<file path="src/rtl/spi_serializer_param.sv">
// Parametrised SPI master transmitter: four CPOL/CPHA modes, MSB/LSB order, SCLK divider, CS gap.
// Defining SPI_SERIALIZER_RX_EN adds the MISO input and the rx_data receive path.
module spi_serializer_param #(
    parameter int DATA_W    = 32,
    parameter int CLK_DIV   = 4,
    parameter int CPOL      = 0,
    parameter int CPHA      = 0,
    parameter int MSB_FIRST = 1,
    parameter int CS_GAP    = 2
) (
    input  logic              clk,
    input  logic              rst_n,
    input  logic [DATA_W-1:0] Data_Register,
    input  logic              ld,
`ifdef SPI_SERIALIZER_RX_EN
    input  logic              MISO,
    output logic [DATA_W-1:0] rx_data,
`endif
    output logic              ready,
    output logic              DataBit,
    output logic              SPI_clk,
    output logic              CS,
    output logic              done
);

    localparam int HCW = (CLK_DIV > 1) ? $clog2(CLK_DIV) : 1;
    localparam int ECW = $clog2(2 * DATA_W + 1);
    localparam int GCW = (CS_GAP > 1) ? $clog2(CS_GAP) : 1;

    localparam logic [HCW-1:0] HALF_LAST = HCW'(CLK_DIV - 1);
    localparam logic [ECW-1:0] EDGE_LAST = ECW'(2 * DATA_W - 1);
    localparam logic [GCW-1:0] GAP_LOAD  = GCW'(CS_GAP - 1);
    localparam logic [GCW-1:0] GAP_ONE   = GCW'(1);
    localparam logic           IDLE_CLK  = (CPOL != 0) ? 1'b1 : 1'b0;

    typedef enum logic [1:0] {
        IDLE  = 2'd0,
        SHIFT = 2'd1,
        HOLD  = 2'd2,
        GAP   = 2'd3
    } state_t;

    // Bit that leaves the word first in the configured order.
    function automatic logic first_bit(input logic [DATA_W-1:0] w);
        first_bit = (MSB_FIRST != 0) ? w[DATA_W-1] : w[0];
    endfunction

    // Word with the outgoing bit removed, so first_bit() yields the following one.
    function automatic logic [DATA_W-1:0] shift_word(input logic [DATA_W-1:0] w);
        shift_word = (MSB_FIRST != 0) ? {w[DATA_W-2:0], 1'b0} : {1'b0, w[DATA_W-1:1]};
    endfunction

    state_t            state_q, state_d;
    logic [HCW-1:0]    half_q, half_d;
    logic [ECW-1:0]    edge_q, edge_d;
    logic [GCW-1:0]    gap_q, gap_d;
    logic [DATA_W-1:0] shreg_q, shreg_d;
    logic              ready_q, ready_d;
    logic              dbit_q, dbit_d;
    logic              sclk_q, sclk_d;
    logic              cs_q, cs_d;
    logic              done_q, done_d;

    logic              half_wrap_s;
    logic              leading_s;
    logic              drive_s;

    // edge_q counts SPI_clk edges already produced, so the upcoming edge is odd (leading) when it is even.
    assign half_wrap_s = (half_q == HALF_LAST);
    assign leading_s   = ~edge_q[0];
    assign drive_s     = (CPHA != 0) ? leading_s : (~leading_s & (edge_q != EDGE_LAST));

`ifdef SPI_SERIALIZER_RX_EN
    logic [DATA_W-1:0] rx_sh_q, rx_sh_d;
    logic [DATA_W-1:0] rx_data_q, rx_data_d;
    logic              sample_s;

    // Receive word assembled in transmit order, so the first sampled bit lands on the first transmitted index.
    function automatic logic [DATA_W-1:0] rx_shift(input logic [DATA_W-1:0] w, input logic b);
        rx_shift = (MSB_FIRST != 0) ? {w[DATA_W-2:0], b} : {b, w[DATA_W-1:1]};
    endfunction

    assign sample_s = (CPHA != 0) ? ~leading_s : leading_s;
`endif

    // Next-state and next-output logic for the frame sequencer.
    always_comb begin
        state_d = state_q;
        half_d  = half_q;
        edge_d  = edge_q;
        gap_d   = gap_q;
        shreg_d = shreg_q;
        ready_d = ready_q;
        dbit_d  = dbit_q;
        sclk_d  = sclk_q;
        cs_d    = cs_q;
        done_d  = 1'b0;
`ifdef SPI_SERIALIZER_RX_EN
        rx_sh_d   = rx_sh_q;
        rx_data_d = rx_data_q;
`endif
        case (state_q)
            IDLE: begin
                if (ld && ready_q) begin
                    state_d = SHIFT;
                    ready_d = 1'b0;
                    cs_d    = 1'b0;
                    half_d  = '0;
                    edge_d  = '0;
                    if (CPHA == 0) begin
                        dbit_d  = first_bit(Data_Register);
                        shreg_d = shift_word(Data_Register);
                    end else begin
                        dbit_d  = 1'b0;
                        shreg_d = Data_Register;
                    end
                end else begin
                    state_d = IDLE;
                end
            end
            SHIFT: begin
                if (half_wrap_s) begin
                    half_d = '0;
                    sclk_d = ~sclk_q;
                    edge_d = edge_q + ECW'(1);
                    if (drive_s) begin
                        dbit_d  = first_bit(shreg_q);
                        shreg_d = shift_word(shreg_q);
                    end else begin
                        dbit_d = dbit_q;
                    end
`ifdef SPI_SERIALIZER_RX_EN
                    if (sample_s) begin
                        rx_sh_d = rx_shift(rx_sh_q, MISO);
                    end else begin
                        rx_sh_d = rx_sh_q;
                    end
`endif
                    if (edge_q == EDGE_LAST) begin
                        state_d = HOLD;
                        sclk_d  = IDLE_CLK;
                    end else begin
                        state_d = SHIFT;
                    end
                end else begin
                    half_d = half_q + HCW'(1);
                end
            end
            HOLD: begin
                if (half_wrap_s) begin
                    half_d = '0;
                    cs_d   = 1'b1;
                    dbit_d = 1'b0;
                    done_d = 1'b1;
`ifdef SPI_SERIALIZER_RX_EN
                    rx_data_d = rx_sh_q;
`endif
                    // A one-cycle gap is satisfied by the done cycle itself.
                    if (CS_GAP == 1) begin
                        state_d = IDLE;
                        ready_d = 1'b1;
                        gap_d   = '0;
                    end else begin
                        state_d = GAP;
                        gap_d   = GAP_LOAD;
                    end
                end else begin
                    half_d = half_q + HCW'(1);
                end
            end
            GAP: begin
                if (gap_q == GAP_ONE) begin
                    state_d = IDLE;
                    ready_d = 1'b1;
                    gap_d   = '0;
                end else begin
                    gap_d = gap_q - GCW'(1);
                end
            end
            default: begin
                state_d = IDLE;
                half_d  = '0;
                edge_d  = '0;
                gap_d   = '0;
                ready_d = 1'b1;
                dbit_d  = 1'b0;
                sclk_d  = IDLE_CLK;
                cs_d    = 1'b1;
            end
        endcase
    end

    // Sequencer state, counters and registered serial outputs.
    always_ff @(posedge clk or negedge rst_n) begin
        if (!rst_n) begin
            state_q <= IDLE;
            half_q  <= '0;
            edge_q  <= '0;
            gap_q   <= '0;
            shreg_q <= '0;
            ready_q <= 1'b1;
            dbit_q  <= 1'b0;
            sclk_q  <= IDLE_CLK;
            cs_q    <= 1'b1;
            done_q  <= 1'b0;
        end else begin
            state_q <= state_d;
            half_q  <= half_d;
            edge_q  <= edge_d;
            gap_q   <= gap_d;
            shreg_q <= shreg_d;
            ready_q <= ready_d;
            dbit_q  <= dbit_d;
            sclk_q  <= sclk_d;
            cs_q    <= cs_d;
            done_q  <= done_d;
        end
    end

`ifdef SPI_SERIALIZER_RX_EN
    // Receive shift register and the word published at end of frame.
    always_ff @(posedge clk or negedge rst_n) begin
        if (!rst_n) begin
            rx_sh_q   <= '0;
            rx_data_q <= '0;
        end else begin
            rx_sh_q   <= rx_sh_d;
            rx_data_q <= rx_data_d;
        end
    end

    assign rx_data = rx_data_q;
`endif

    assign ready   = ready_q;
    assign DataBit = dbit_q;
    assign SPI_clk = sclk_q;
    assign CS      = cs_q;
    assign done    = done_q;

endmodule

</file>
<file path="config.mk">
export PLATFORM = sky130hd
export DESIGN_NAME = spi_serializer_param
export DESIGN_NICKNAME = d
export VERILOG_FILES = /design/src/rtl/spi_serializer_param.sv
export SDC_FILE = /design/constraint.sdc
export NUM_CORES = 1
export LEC_CHECK = 0
export ABC_AREA = 1
export ABC_CLOCK_PERIOD_IN_PS = 2450
export CORE_MARGIN = 10
export CORE_UTILIZATION = 60
export CTS_BUF_LIST = sky130_fd_sc_hd__clkbuf_8
export CTS_CLUSTER_DIAMETER = 150
export CTS_CLUSTER_SIZE = 14
export DETAILED_ROUTE_END_ITERATION = 7
export GPL_TIMING_DRIVEN = 0
export PLACE_DENSITY = 0.95
export SYNTH_ARGS = -nofsm -noshare
export SYNTH_HDL_FRONTEND = slang
export SYNTH_SLANG_ARGS = --single-unit
export TNS_END_PERCENT = 10
</file>
<file path="constraint.sdc">
create_clock -name clk -period 2.45 [get_ports clk]
set_clock_uncertainty 0.1 [all_clocks]
set_input_delay 0.245 -clock clk [delete_from_list [all_inputs] [get_ports clk]]
set_output_delay 0.245 -clock clk [all_outputs]
set_load 0.05 [all_outputs]
</file>
# Yosys cells after proc, flatten, opt, wreduce, memory -nomap -nowiden
# Index checks and enable logic that the tools add are counted.
[word_totals]
elab_cells = 75
latchBits = 0
regBits = 49
inputBits = 35
ramBits = 0
memories = 0
output_inout_bits = 5
mem_bits_ro = 0
[classes]
n_div = 0
shift = 0
n_reduce_logical = 18
add_sub_neg = 3
order_cmp = 0
n_bitwise = 2
mux = 31
multipliers = 0
eq_ne = 11
[ops]
columns = ["operator", "count"]
rows = [
  ["32-bit two-way mux", 3],
  ["32-bit case mux with 2 select lines", 1],
  ["7-bit two-way mux", 2],
  ["7-bit case mux with 2 select lines", 1],
  ["1-bit two-way mux", 12],
  ["2-bit two-way mux", 6],
  ["3-bit AND reduction", 4],
  ["2-bit inequality test, second input constant", 5],
  ["2-bit nonzero test", 5],
  ["2-bit case mux with 4 select lines", 1],
  ["7-bit by 1-bit adder with 7-bit output, second input constant", 1],
  ["7-bit by 6-bit == test with 1-bit output, second input constant", 1],
  ["7-bit by 6-bit inequality test with 1-bit output, second input constant", 1],
  ["2-bit == test, second input constant", 3],
  ["1-bit case mux with 2 select lines", 3],
  ["2-bit AND reduction", 3],
  ["5-bit AND reduction", 1],
  ["2-bit case mux with 2 select lines", 1],
  ["4-bit AND reduction", 1],
  ["1-bit case mux with 3 select lines", 1],
  ["3-bit nonzero test", 1],
  ["2-bit by 1-bit adder with 2-bit output, second input constant", 1],
  ["2-bit by 1-bit == test with 1-bit output, second input constant", 1],
  ["2-bit logical NOT", 1],
  ["5 further kinds", 5],
]

# Longest topological paths before layout
# Gate-level depths: netlist (run 1).
[logic_depth]
depth_word = 5
mapped_depth = 11
mapped_depth_nobuf = 10

# Least setup slack after synthesis (run 1)
# OpenSTA, ideal clock, no wires.
[synth_path]
path_kind = "register -> register"
startpoint = "register ready_q, in the netlist ready"
endpoint = "register shreg_q[10]"
synth_period_minus_slack_ns = 1.706
required_ns = 2.233
stages_incl_launch_ff = 9
arrival_time_ns = 1.489
path_slack_ns = 0.744
path_buffers = 1
setup_ns = 0.117
path_cell_list = "dfstp_2 > nand2_1 > nand2_2 > nand2_4 > inv_4 > nand3_4 > buf_6 > nand2_1 > nand2_1"
[synth_via]
elab_chain_cells = 3
[synth_lines]
columns = ["element", "line_no", "source"]
rows = [
  ["from (decl)", "58", "logic ready_q, ready_d;"],
  ["from (signal assigned)", "212", "ready_q <= ready_d;"],
  ["1-bit logical AND", "104", "if (ld && ready_q) begin"],
  ["2-bit inequality test (no line)", "-", ""],
  ["4-bit AND reduction (no line)", "-", ""],
  ["to (signal assigned)", "211", "shreg_q <= shreg_d;"],
  ["to (decl)", "57", "logic [DATA_W-1:0] shreg_q, shreg_d;"],
]
# Every way passes these cells.
# A chain may end at the register's enable or synchronous reset.

# Worst setup path after layout (run 1)
[layout_path]
startpoint = "register ready_q, in the netlist ready"
endpoint = "output ready"
[layout_rtl]
columns = ["element", "line_no", "source"]
rows = [
  ["to (decl)", "19", "output logic ready,"],
]
# No word-level cell between the ends.

==> results.rst, run 1 <==
.. list-table::
   :header-rows: 1

   * - Metric
     - Value
   * - Portion of netlist area occupied by mux cells
     - 0
   * - Multi-input logic area
     - 0.00123 mm²
   * - Outcome
     - complete, no violations
   * - Share of the synthesized area in the top cell type
     - 0.442
   * - Post-synthesis cell count
     - 364
   * - Filler cells
     - 288
   * - Total via count after detailed routing
     - 2,462
   * - Main combinational cell family by area after synthesis
     - simple AND/OR/NAND/NOR gates
   * - Top cells by area, synth
     - sky130_fd_sc_hd__dfrtp_1 (44%), sky130_fd_sc_hd__nand2_1 (29%), sky130_fd_sc_hd__nand3_1 (7.7%)
   * - Initial DRC Count
     - 158
   * - Number of buffers on the longest clock path
     - 2
   * - Final cycle utilization of the critical path
     - 0.824
   * - Post-Syn Area per Cell
     - 7.15 µm²
   * - CP delay by family, top
     - buffers and inverters
   * - Leakage power
     - 0.00176 µW
   * - Number of clock buffers inserted by TritonCTS
     - 5
   * - Number of distinct standard cells referenced by the synthesized netlist
     - 24
   * - Largest fanout on the critical path
     - 4
   * - DRC violation count after routing
     - 0
   * - FF/Latch Area
     - 0.00120 mm²
   * - Final wirelength
     - 6270 µm
   * - Type of the most critical hold path
     - primary input to asynchronous set/reset pin
   * - Top post-synthesis cells by count
     - sky130_fd_sc_hd__nand2_1 (200), sky130_fd_sc_hd__dfrtp_1 (46), sky130_fd_sc_hd__nand3_1 (40)
   * - Largest area contributor in the synthesized netlist
     - sky130_fd_sc_hd__dfrtp_1
   * - Buffer count from post-CTS setup fixing
     - 0
   * - Reg2reg end
     - shreg_q[5]$_DFFE_PN0P_
   * - Shortest clock period the worst path allows after layout
     - 2.02 ns
   * - Core area
     - 0.00409 mm²
   * - Cell count of the worst reg-to-reg path
     - 11
   * - Clock tree sinks
     - 48
   * - Deepest level of the CTS H-tree
     - 2
   * - Number of max-slew violations in the final report
     - 0
   * - DP Wirelength
     - 4650 µm
   * - Slowest stage cell, crit path
     - sky130_fd_sc_hd__clkdlybuf4s50_1
   * - Adder-Cell Fraction of Synth Area
     - 0.0337
   * - Horizontal die dimension
     - 85.9 µm
   * - Proportion of layout cells with a drive suffix above 1
     - 0.0751
   * - Net Count, Synth
     - 406
   * - Growth of design area from synthesis to finish
     - 22.5%
   * - Die area
     - 0.00737 mm²
   * - Synthesized flop and latch total
     - 48
   * - Registers with the most flip-flops
     - shreg_q (31), edge_q (7), half_q (2)
   * - Design Power
     - 1440 µW
   * - Final nets
     - 454
   * - Final Core Density
     - 0.780
   * - Number of enable-type register cells in the synthesized netlist
     - 0
   * - Unrepaired setup endpoints after global routing
     - false
   * - Transition time at the pin with the least slew margin
     - 0.503 ns
   * - Slew Limit Headroom
     - 0.663
   * - Maximum clock frequency
     - 495 MHz
   * - Compound-cell area share of the yosys netlist
     - 0.0346
   * - CTS tree
     - done
   * - Aggregate global routing overflow
     - 0
   * - Diodes inserted
     - 0
   * - Routed wire length per instance
     - 13.5 µm
   * - Power per cell area
     - 451 mW/mm²
   * - Synthesized-area fraction occupied by and/or/nand/nor cells
     - 0.406
   * - First-pass GRT wire length
     - 10,700 µm
   * - Clock slew at reported path FFs
     - 0.08 ns
   * - Routability congestion estimate
     - 0.891
   * - Required time at the endpoint of the critical path
     - 2.11 ns
   * - Total buffers and inverters traversed by the critical path
     - 1
   * - Syn. warnings
     - 0
   * - Number of maximum-capacitance constraint violations
     - 0
   * - Peak supply drop
     - 0.349 mV
   * - Xor-xnor portion of the synthesized cell area
     - 0
   * - CP endpoint kind
     - primary output
   * - Share of the yosys chip area belonging to registers
     - 0.462
   * - Global Route Usage Sum
     - 0.174
   * - Async S/R FF share, synth
     - 1.00
   * - Vias per inst
     - 5.32
   * - Number of top-level design ports
     - 40
   * - Hold violation count in the final report
     - 0
   * - Master cell of the clock root buffer
     - sky130_fd_sc_hd__clkbuf_8
   * - Dominant cell by count in the synthesized netlist
     - sky130_fd_sc_hd__nand2_1
   * - Cell Rows
     - 23
   * - Number of iterations in the first detailed-routing pass
     - 4
   * - Flip-flop count of the largest register after layout
     - 31
   * - Maximum number of pins on one net before global-route repair
     - 32
   * - Height of the chip
     - 85.9 µm
   * - Arrival time at the worst endpoint
     - 1.67 ns
   * - Area of the mapped netlist
     - 0.00260 mm²
   * - Buffers added on ports
     - 39
   * - Setup slack of the most critical reg-to-reg path
     - 0.57 ns
   * - Via count of the first global-routing pass
     - 2,526
   * - Dominant register cell in the synthesized netlist
     - sky130_fd_sc_hd__dfrtp_1
   * - Critical path launch point type
     - register
   * - Initial antenna violation count
     - 0
   * - Largest register by flop count
     - shreg_q
   * - Final number of setup-violating endpoints
     - 0
   * - Initial core utilization
     - 0.637
   * - List of cells traversed by the critical path
     - clkdlybuf4s50_1
   * - Worst stage delay on the critical path
     - 0.81 ns
   * - Antenna Violating Nets Remaining
     - 0
   * - Clock network latency to the later pin of the worst-skew pair
     - 0.31 ns
   * - Worst Setup Path Type
     - register to primary output
[power by group]
part	switching (µW)	internal, µW
Clock	272	299
Sequential	0	792
Combinational	24.8	50.6
[per-stage QoR]
step | hold WS, ns | TNS (ns) | instance area (µm²) | setup WS [ns] | std cells
floorplan | -0.151 | 0 | 2600 | 0.744 | 364
detailed placement | 0.110 | 0 | 3070 | 0.596 | 454
global placement | 0.354 | -13.68 | 3060 | -0.299 | 453
global route | 0.331 | 0 | 3190 | 0.404 | 463
CTS | 0.311 | 0 | 3190 | 0.427 | 463
finish | 0.302 | 0 | 3190 | 0.432 | 463
[per-layer routing]
layer  track usage  wire length (µm)  share of wire  vias to the layer above
met5             0                 0              0                        -
met1         0.193              2630           0.42                     1146
met3        0.0520               377          0.060                       13
li1              -                 -              -                     1235
met2         0.300              3140           0.50                       68
met4        0.0734               113          0.018                        0
[worst max-delay path by stage]
stage | from | to | cells after the start | slack, ns
after global routing | ready$_DFFE_PN1P_ | ready | 1 | 0.40
after floorplan | ready$_DFFE_PN1P_ | shreg_q[10]$_DFFE_PN0P_ | 8 | 0.74
after CTS | ready$_DFFE_PN1P_ | ready | 1 | 0.43
after detailed placement | ld | shreg_q[21]$_DFFE_PN0P_ | 9 | 0.60
after global placement | rst_n | shreg_q[16]$_DFFE_PN0P_ | 1 | -0.30
final | ready$_DFFE_PN1P_ | ready | 1 | 0.43
[cell usage in the layout, fill, tap and decap left out, drive strengths merged]
master and instances:
nand2 202, dfrtp 46, nand3 41, clkdlybuf4s50 38, inv 19, buf 15, o21ai 12, nor2 11
clkbuf 8, ha 7, a21oi 3, dfstp 2, nand4 2, or2 1, nand3b 1, o21a 1
o31ai 1, bufinv 1, clkinv 1, dlygate4sd3 1
[cell type report]
| class | count | share of cell area |
|---|---|---|
| clock buffer | 5 | 0.0216 |
| inverter | 18 | 0.0220 |
| timing repair buffer | 41 | 0.130 |
| clock inverter | 3 | 0.0122 |
| tap | 50 | 0.0196 |
| sequential | 48 | 0.378 |
| buffer | 16 | 0.0298 |
| multi-input combinational | 282 | 0.387 |
[cells by family (layout without fill, tap and decap cells)]
group,Yosys count,after routing
and+or+nand+nor,258,258
DFF,48,48
buffers and inverters,34,83
AOI/OAI and AO/OA,17,17
adders and majority gates,7,7
[timing repair]
| action | 4_1_cts | 5_1_grt |
|---|---|---|
| hold buffers | 1 | 0 |
| gates resized for setup | 0 | 0 |
| hold endpoints to repair | 16 | 0 |
Power figures use the tool's default switching activity.
==> inputs of run 2 (changes only) <==
Settings changed: ABC_CLOCK_PERIOD_IN_PS 2450 to 2000, CORE_UTILIZATION 60 to 56, PLACE_DENSITY 0.95 to 0.94.
Clock period 2.45 ns to 2 ns, I/O delays scaled along.
==> run 2 against run 1 <==
Compared with the run above:
- first-iteration DRC count is 22% higher
- largest power group unchanged
- combinational power grew 22%
- wire length down 1.1%
- non-clock buffer count unchanged
- highest routed layer unchanged
- sequential power rose by 22%
- count of clock-buffer cells in the layout up 1
- register-to-register slack worse by 0.44 ns
==> results.rst, run 2 (synthesized netlist as in run 1, its figures left out) <==
.. list-table::
   :header-rows: 1

   * - Metric
     - Value
   * - Outcome
     - complete, no violations
   * - Master cell of the clock root buffer
     - sky130_fd_sc_hd__clkbuf_8
   * - Number of iterations in the first detailed-routing pass
     - 4 (unchanged)
   * - DRC violation count after routing
     - 0 (unchanged)
   * - Shortest clock period the worst path allows after layout
     - 1.94 ns
   * - Vias per inst
     - 5.29 (-0.59%)
   * - Buffers added on ports
     - 39 (unchanged)
   * - Initial antenna violation count
     - 0 (unchanged)
   * - Via count of the first global-routing pass
     - 2,398 (-5.1%)
   * - Largest register by flop count
     - shreg_q
   * - Setup slack after layout
     - 0.0647 ns (-0.367 ns)
   * - Slowest stage cell, crit path
     - sky130_fd_sc_hd__clkdlybuf4s50_1
   * - CP endpoint kind
     - primary output
   * - Maximum clock frequency
     - 517 MHz
   * - Final nets
     - 454 (unchanged)
   * - Diodes inserted
     - 0 (unchanged)
   * - Critical path launch point type
     - register
   * - Highest-count cells in the layout ignoring fill and taps
     - sky130_fd_sc_hd__nand2_1 (200), sky130_fd_sc_hd__dfrtp_1 (46), sky130_fd_sc_hd__nand3_1 (40)
   * - Flip-flop count of the largest register after layout
     - 31 (unchanged)
   * - Worst Setup Path Type
     - register to primary output
   * - Final number of setup-violating endpoints
     - 0 (unchanged)
   * - Horizontal die dimension
     - 88.2 µm (+2.7%)
   * - Placed cell areas
     - 0.00307 mm² (about the same)
   * - Aggregate global routing overflow
     - 0 (unchanged)
   * - Maximum number of pins on one net before global-route repair
     - 28 (-13%)
   * - Most common cell after layout, fill and taps aside
     - sky130_fd_sc_hd__nand2_1
   * - Hold violation count in the final report
     - 0 (unchanged)
   * - Proportion of layout cells with a drive suffix above 1
     - 0.0726 (-0.00242)
   * - Clock slew at reported path FFs
     - 0.09 ns (about the same)
   * - Startpoint of the worst-slack reg-to-reg timing path
     - edge_q[0]$_DFFE_PN0P_
   * - Final cycle utilization of the critical path
     - 0.968
   * - CP delay by family, top
     - buffers and inverters
   * - Arrival time at the worst endpoint
     - 1.64 ns (-0.03 ns)
   * - Final design instance area without fill
     - 0.00318 mm² (-0.24%)
   * - Number of max-slew violations in the final report
     - 0 (unchanged)
   * - Leakage power
     - 0.00175 µW (-0.44%)
   * - Global Route Usage Sum
     - 0.166 (-0.00801)
   * - Final Core Density
     - 0.721 (-0.0596)
   * - Clock network latency to the later pin of the worst-skew pair
     - 0.31 ns (about the same)
   * - Initial DRC Count
     - 193 (+22%)
   * - List of cells traversed by the critical path
     - clkdlybuf4s50_1
   * - Type of the most critical hold path
     - primary input to asynchronous set/reset pin
   * - Clock tree sinks
     - 48 (unchanged)
   * - Final wirelength
     - 6200 µm (-1.1%)
   * - Total via count after detailed routing
     - 2,458 (-0.16%)
   * - First-pass GRT wire length
     - 10,500 µm (-1.6%)
   * - Largest fanout on the critical path
     - 2 (-2)
   * - Number of maximum-capacitance constraint violations
     - 0 (unchanged)
   * - Die area
     - 0.00777 mm² (+5.5%)
   * - Pre-CTS setup slack
     - 0.167 ns (-0.429 ns)
   * - Number of clock buffers inserted by TritonCTS
     - 5 (unchanged)
   * - Filler cells
     - 337 (+17%)
   * - CTS tree
     - done
   * - CP startpoint
     - CS$_DFFE_PN1P_
   * - Multi-input logic area
     - 0.00123 mm² (unchanged)
   * - Registers with the most flip-flops
     - shreg_q (31), edge_q (7), half_q (2)
   * - Slew Limit Headroom
     - 0.656 (-0.00775)
   * - Required time at the endpoint of the critical path
     - 1.70 ns (-0.41 ns)
   * - Number of top-level design ports
     - 40 (unchanged)
   * - Number of buffers on the longest clock path
     - 2 (unchanged)
   * - Routability congestion estimate
     - 0.827 (-7.1%)
   * - Worst hold margin
     - 0.295 ns (-0.00746 ns)
   * - Cell Rows
     - 24 (+4.3%)
   * - Deepest level of the CTS H-tree
     - 2 (unchanged)
   * - Peak supply drop
     - 0.397 mV (+14%)
   * - Core area
     - 0.00441 mm² (+8.0%)
   * - Height of the chip
     - 88.2 µm (+2.7%)
   * - DP Wirelength
     - 4510 µm (-3.0%)
   * - Unrepaired setup endpoints after global routing
     - false
   * - Design Power
     - 1660 µW (+16%)
   * - Growth of design area from synthesis to finish
     - 22.2%
   * - Power per cell area
     - 523 mW/mm² (+16%)
   * - Initial core utilization
     - 0.590 (-0.0473)
   * - Total buffers and inverters traversed by the critical path
     - 1 (unchanged)
   * - Worst stage delay on the critical path
     - 0.80 ns (about the same)
   * - Routed wire length per instance
     - 13.3 µm (-1.5%)
   * - Antenna Violating Nets Remaining
     - 0 (unchanged)
   * - Transition time at the pin with the least slew margin
     - 0.516 ns (+0.0132 ns)
   * - FF/Latch Area
     - 0.00120 mm² (unchanged)
   * - Buffer count from post-CTS setup fixing
     - 0 (unchanged)
## run 2: final cells by class
type	count	area share
inverter	18	0.0228
sequential	48	0.378
timing repair buffer	41	0.131
multi-input combinational	282	0.388
tap	52	0.0205
clock inverter	2	0.00236
buffer	16	0.0307
clock buffer	6	0.0260
## run 2: repair_timing
item | 4_1_cts | 5_1_grt
hold buffers | 1 | 0
gates resized for setup | 0 | 3
endpoints found under the setup margin | 0 | 3
endpoints found under the hold margin | 20 | 0
## run 2: path summary, 6_finish.rpt
check / endpoint / slack, ns / cells after the start
min: half_q[1]$_DFFE_PN0P_ / 0.29 / 2
max in group asynchronous: CS$_DFFE_PN1P_ / 0.91 / 3
max: CS / 0.06 / 1
max reg2reg: shreg_q[30]$_DFFE_PN0P_ / 0.13 / 9
min reg2reg: CS$_DFFE_PN1P_ / 0.38 / 2
min in group clk: CS$_DFFE_PN1P_ / 0.38 / 2
## run 2: metrics by stage
step / std cells / setup TNS, ns
2_1_floorplan: 364 / 0
3_3_place_gp: 455 / -31.52
3_5_place_dp: 456 / 0
4_1_cts: 465 / 0
5_1_grt: 465 / 0
6_report: 465 / 0
## run 2: report_power, final
| group | internal (µW) | switching [µW] |
|---|---|---|
| sequential | 970 | 0 |
| combinational | 61.9 | 30.2 |
| clock | 273 | 328 |
| total | 1300 | 358 |
## run 2: metal layers
metal  share of wire  global-route usage  up-vias
met5               0                   0        -
li1                -                   -     1231
met4           0.021              0.0670        0
met2            0.49               0.276       77
met1            0.43               0.197     1136
met3           0.061              0.0455       14
==> inputs of run 3 (changes only) <==
Settings changed: SETUP_SLACK_MARGIN set to 0.15.
==> run 3 against run 2 <==
Compared with the run above:
- count of clock-buffer cells in the layout did not move
- wire length rose by 4.6%
- critical path type is now register to register
- largest power group unchanged
- critical endpoint is now shreg_q[13]$_DFFE_PN0P_
- power fell by 0.18%
- sequential cell count did not move
- final cell count rose by 0.86%
- sequential power barely moved
- register-to-register slack improved by 0.03 ns
==> results.rst, run 3 (synthesized netlist as in run 1, its figures left out) <==
.. list-table::
   :header-rows: 1

   * - Metric
     - Value
   * - Outcome
     - complete, no violations
   * - Cell count of the worst reg-to-reg path
     - 9 (unchanged)
   * - Via count of the first global-routing pass
     - 2,398 (unchanged)
   * - Die area
     - 0.00777 mm² (unchanged)
   * - Antenna Violating Nets Remaining
     - 0 (unchanged)
   * - Flip-flop count of the largest register after layout
     - 31 (unchanged)
   * - Height of the chip
     - 88.2 µm (unchanged)
   * - Initial antenna violation count
     - 0 (unchanged)
   * - Highest-count cells in the layout ignoring fill and taps
     - sky130_fd_sc_hd__nand2_1 (200), sky130_fd_sc_hd__dfrtp_1 (44), sky130_fd_sc_hd__nand3_1 (40)
   * - Number of placed instances with taps included
     - 456 (unchanged)
   * - Worst Setup Path Type
     - register to register
   * - Setup slack of the most critical reg-to-reg path
     - 0.16 ns (+0.03 ns)
   * - Clock network latency to the later pin of the worst-skew pair
     - 0.31 ns (about the same)
   * - Hold violation count in the final report
     - 0 (unchanged)
   * - Internal power consumption
     - 1300 µW (about the same)
   * - Number of buffers on the longest clock path
     - 2 (unchanged)
   * - Horizontal die dimension
     - 88.2 µm (unchanged)
   * - Clock slew at reported path FFs
     - 0.09 ns (about the same)
   * - Top cell by count, worst path
     - sky130_fd_sc_hd__nand2_1
   * - Clock group share of total power
     - 0.360 (about the same)
   * - Comb pwr share
     - 0.056 (about the same)
   * - Routed wire length per instance
     - 13.8 µm (+3.7%)
   * - List of cells traversed by the critical path
     - ha_1 -> nand2_1 -> nor2_2 -> nand2_1 -> nand2_1 -> nand2_1 -> buf_2 -> nand3_1 -> nand2_1
   * - First-pass GRT wire length
     - 10,500 µm (unchanged)
   * - Global Route Usage Sum
     - 0.166 (unchanged)
   * - Shortest clock period the worst path allows after layout
     - 1.84 ns (-0.0962 ns)
   * - Setup TNS
     - 0 ns (unchanged)
   * - Peak supply drop
     - 0.394 mV (-0.89%)
   * - Maximum clock frequency
     - 544 MHz (+5.2%)
   * - Most common cell after layout, fill and taps aside
     - sky130_fd_sc_hd__nand2_1
   * - Final nets
     - 458 (+0.88%)
   * - DP Wirelength
     - 4510 µm (unchanged)
   * - Routability congestion estimate
     - 0.827 (unchanged)
   * - Arrival time at the worst endpoint
     - 1.93 ns (+0.29 ns)
   * - Diodes inserted
     - 0 (unchanged)
   * - Number of max-slew violations in the final report
     - 0 (unchanged)
   * - Required time at the endpoint of the critical path
     - 2.09 ns (+0.39 ns)
   * - Final wirelength
     - 6490 µm (+4.6%)
   * - Slowest stage cell, crit path
     - sky130_fd_sc_hd__dfrtp_2
   * - Largest fanout on the critical path
     - 10 (+8)
   * - Final instance count without filler cells
     - 469 (+0.86%)
   * - Cell Rows
     - 24 (unchanged)
   * - Final number of setup-violating endpoints
     - 0 (unchanged)
   * - Crit path to
     - shreg_q[13]$_DFFE_PN0P_
   * - Clock tree sinks
     - 48 (unchanged)
   * - Startpoint of the worst-slack reg-to-reg timing path
     - edge_q[0]$_DFFE_PN0P_
   * - Initial core utilization
     - 0.590 (unchanged)
   * - Unrepaired setup endpoints after global routing
     - false
   * - CTS tree
     - done
   * - Switching power of the nets
     - 355 µW (-0.79%)
   * - Leakage power
     - 0.00179 µW (+2.1%)
   * - Pre-CTS setup slack
     - 0.167 ns (unchanged)
   * - Master cell of the clock root buffer
     - sky130_fd_sc_hd__clkbuf_8
   * - Vias per inst
     - 5.37 (+1.6%)
   * - Total via count after detailed routing
     - 2,519 (+2.5%)
   * - Portion of total power attributed to sequential cells
     - 0.584 (about the same)
   * - Type of the most critical hold path
     - primary input to asynchronous set/reset pin
   * - CP endpoint kind
     - register
   * - Power per cell area
     - 513 mW/mm² (-1.9%)
   * - Number of maximum-capacitance constraint violations
     - 0 (unchanged)
   * - Growth of design area from synthesis to finish
     - 24.4%
   * - Number of top-level design ports
     - 40 (unchanged)
   * - Buffers added on ports
     - 39 (unchanged)
   * - Aggregate global routing overflow
     - 0 (unchanged)
   * - Largest register by flop count
     - shreg_q
   * - Slew Limit Headroom
     - 0.650 (-0.00535)
   * - Initial DRC Count
     - 210 (+8.8%)
   * - DRC violation count after routing
     - 0 (unchanged)
   * - Reg2reg end
     - shreg_q[13]$_DFFE_PN0P_
   * - Final cycle utilization of the critical path
     - 0.920 (-0.0481)
   * - Number of clock buffers inserted by TritonCTS
     - 5 (unchanged)
   * - Number of iterations in the first detailed-routing pass
     - 5 (+1)
   * - Proportion of layout cells with a drive suffix above 1
     - 0.0959 (+0.0233)
   * - Worst stage delay on the critical path
     - 0.41 ns (-0.39 ns)
   * - Maximum number of pins on one net before global-route repair
     - 28 (unchanged)
   * - Core area
     - 0.00441 mm² (unchanged)
   * - Setup slack after layout
     - 0.161 ns (+0.0962 ns)
   * - Transition time at the pin with the least slew margin
     - 0.524 ns (+0.00802 ns)
   * - Critical path launch point type
     - register
   * - Sw frac
     - 0.214 (-0.00132)
   * - CP startpoint
     - edge_q[0]$_DFFE_PN0P_
   * - Deepest level of the CTS H-tree
     - 2 (unchanged)
   * - Registers with the most flip-flops
     - shreg_q (31), edge_q (7), half_q (2)
==> run 3: layout make-up <==
class	instances	area (µm²)
Timing Repair Buffer	45	447
Tap cell	52	65.1
Multi-Input combinational cell	282	1260
Clock inverter	2	7.51
Inverter	18	72.6
Fill cell	327	1180
Clock buffer	6	82.6
Sequential cell	48	1210
Buffer	16	97.6
==> run 3: power by group through the flow <==
stage               combinational, µW  sequential, µW  clock [µW]
floorplan                        1.61             989           0
finish                           92.2             970         598
detailed placement               91.7             989           0
global route                     99.2             970         640
global placement                 86.7             989           0
CTS                              94.0             970         596
==> run 3: what timing repair did <==
| action | CTS | global route |
|---|---|---|
| resized for setup | 1 | 11 |
| hold endpoints to repair | 20 | 0 |
| setup endpoints to repair | 3 | 32 |
| buffers inserted | 0 | 4 |
| hold buffers | 1 | 0 |
| pin swaps | 0 | 0 |
==> run 3: worst min-delay path by stage <==
| stage | start | end | slack (ns) |
|---|---|---|---|
| 6_report | rst_n | half_q[1]$_DFFE_PN0P_ | 0.30 |
| 2_1_floorplan | rst_n | DataBit$_DFFE_PN0P_ | -0.20 |
| 3_3_place_gp | CS$_DFFE_PN1P_ | CS$_DFFE_PN1P_ | 0.36 |
| 3_5_place_dp | rst_n | gap_q$_DFFE_PN0P_ | 0.10 |
| 5_1_grt | rst_n | gap_q$_DFFE_PN0P_ | 0.35 |
| 4_1_cts | rst_n | gap_q$_DFFE_PN0P_ | 0.30 |
==> run 3: worst max-delay path, delay by kind of cell, from the launching register on <==
family | cells | cell delay, ns
flip-flops | 1 | 0.41
AND/OR/NAND/NOR | 7 | 0.84
buffers and inverters | 1 | 0.21
adder cells (fa/ha/maj) | 1 | 0.17
==> run 3: metal layers <==
metal / wire [µm] / vias up / global-route usage
li1: - / 1239 / -
met1: 2710 / 1153 / 0.197
met5: 0 / - / 0
met4: 121 / 0 / 0.0670
met2: 3170 / 116 / 0.276
met3: 484 / 11 / 0.0455
==> run 3: through the flow <==
step	total power (µW)	util	instance area [µm²]	hold WS [ns]
finish	1660	0.733	3240	0.295
floorplan	991	-	2600	-0.196
global route	1710	0.733	3240	0.346
detailed placement	1080	0.696	3070	0.101
global placement	1080	0.693	3060	0.357
CTS	1660	0.719	3170	0.305
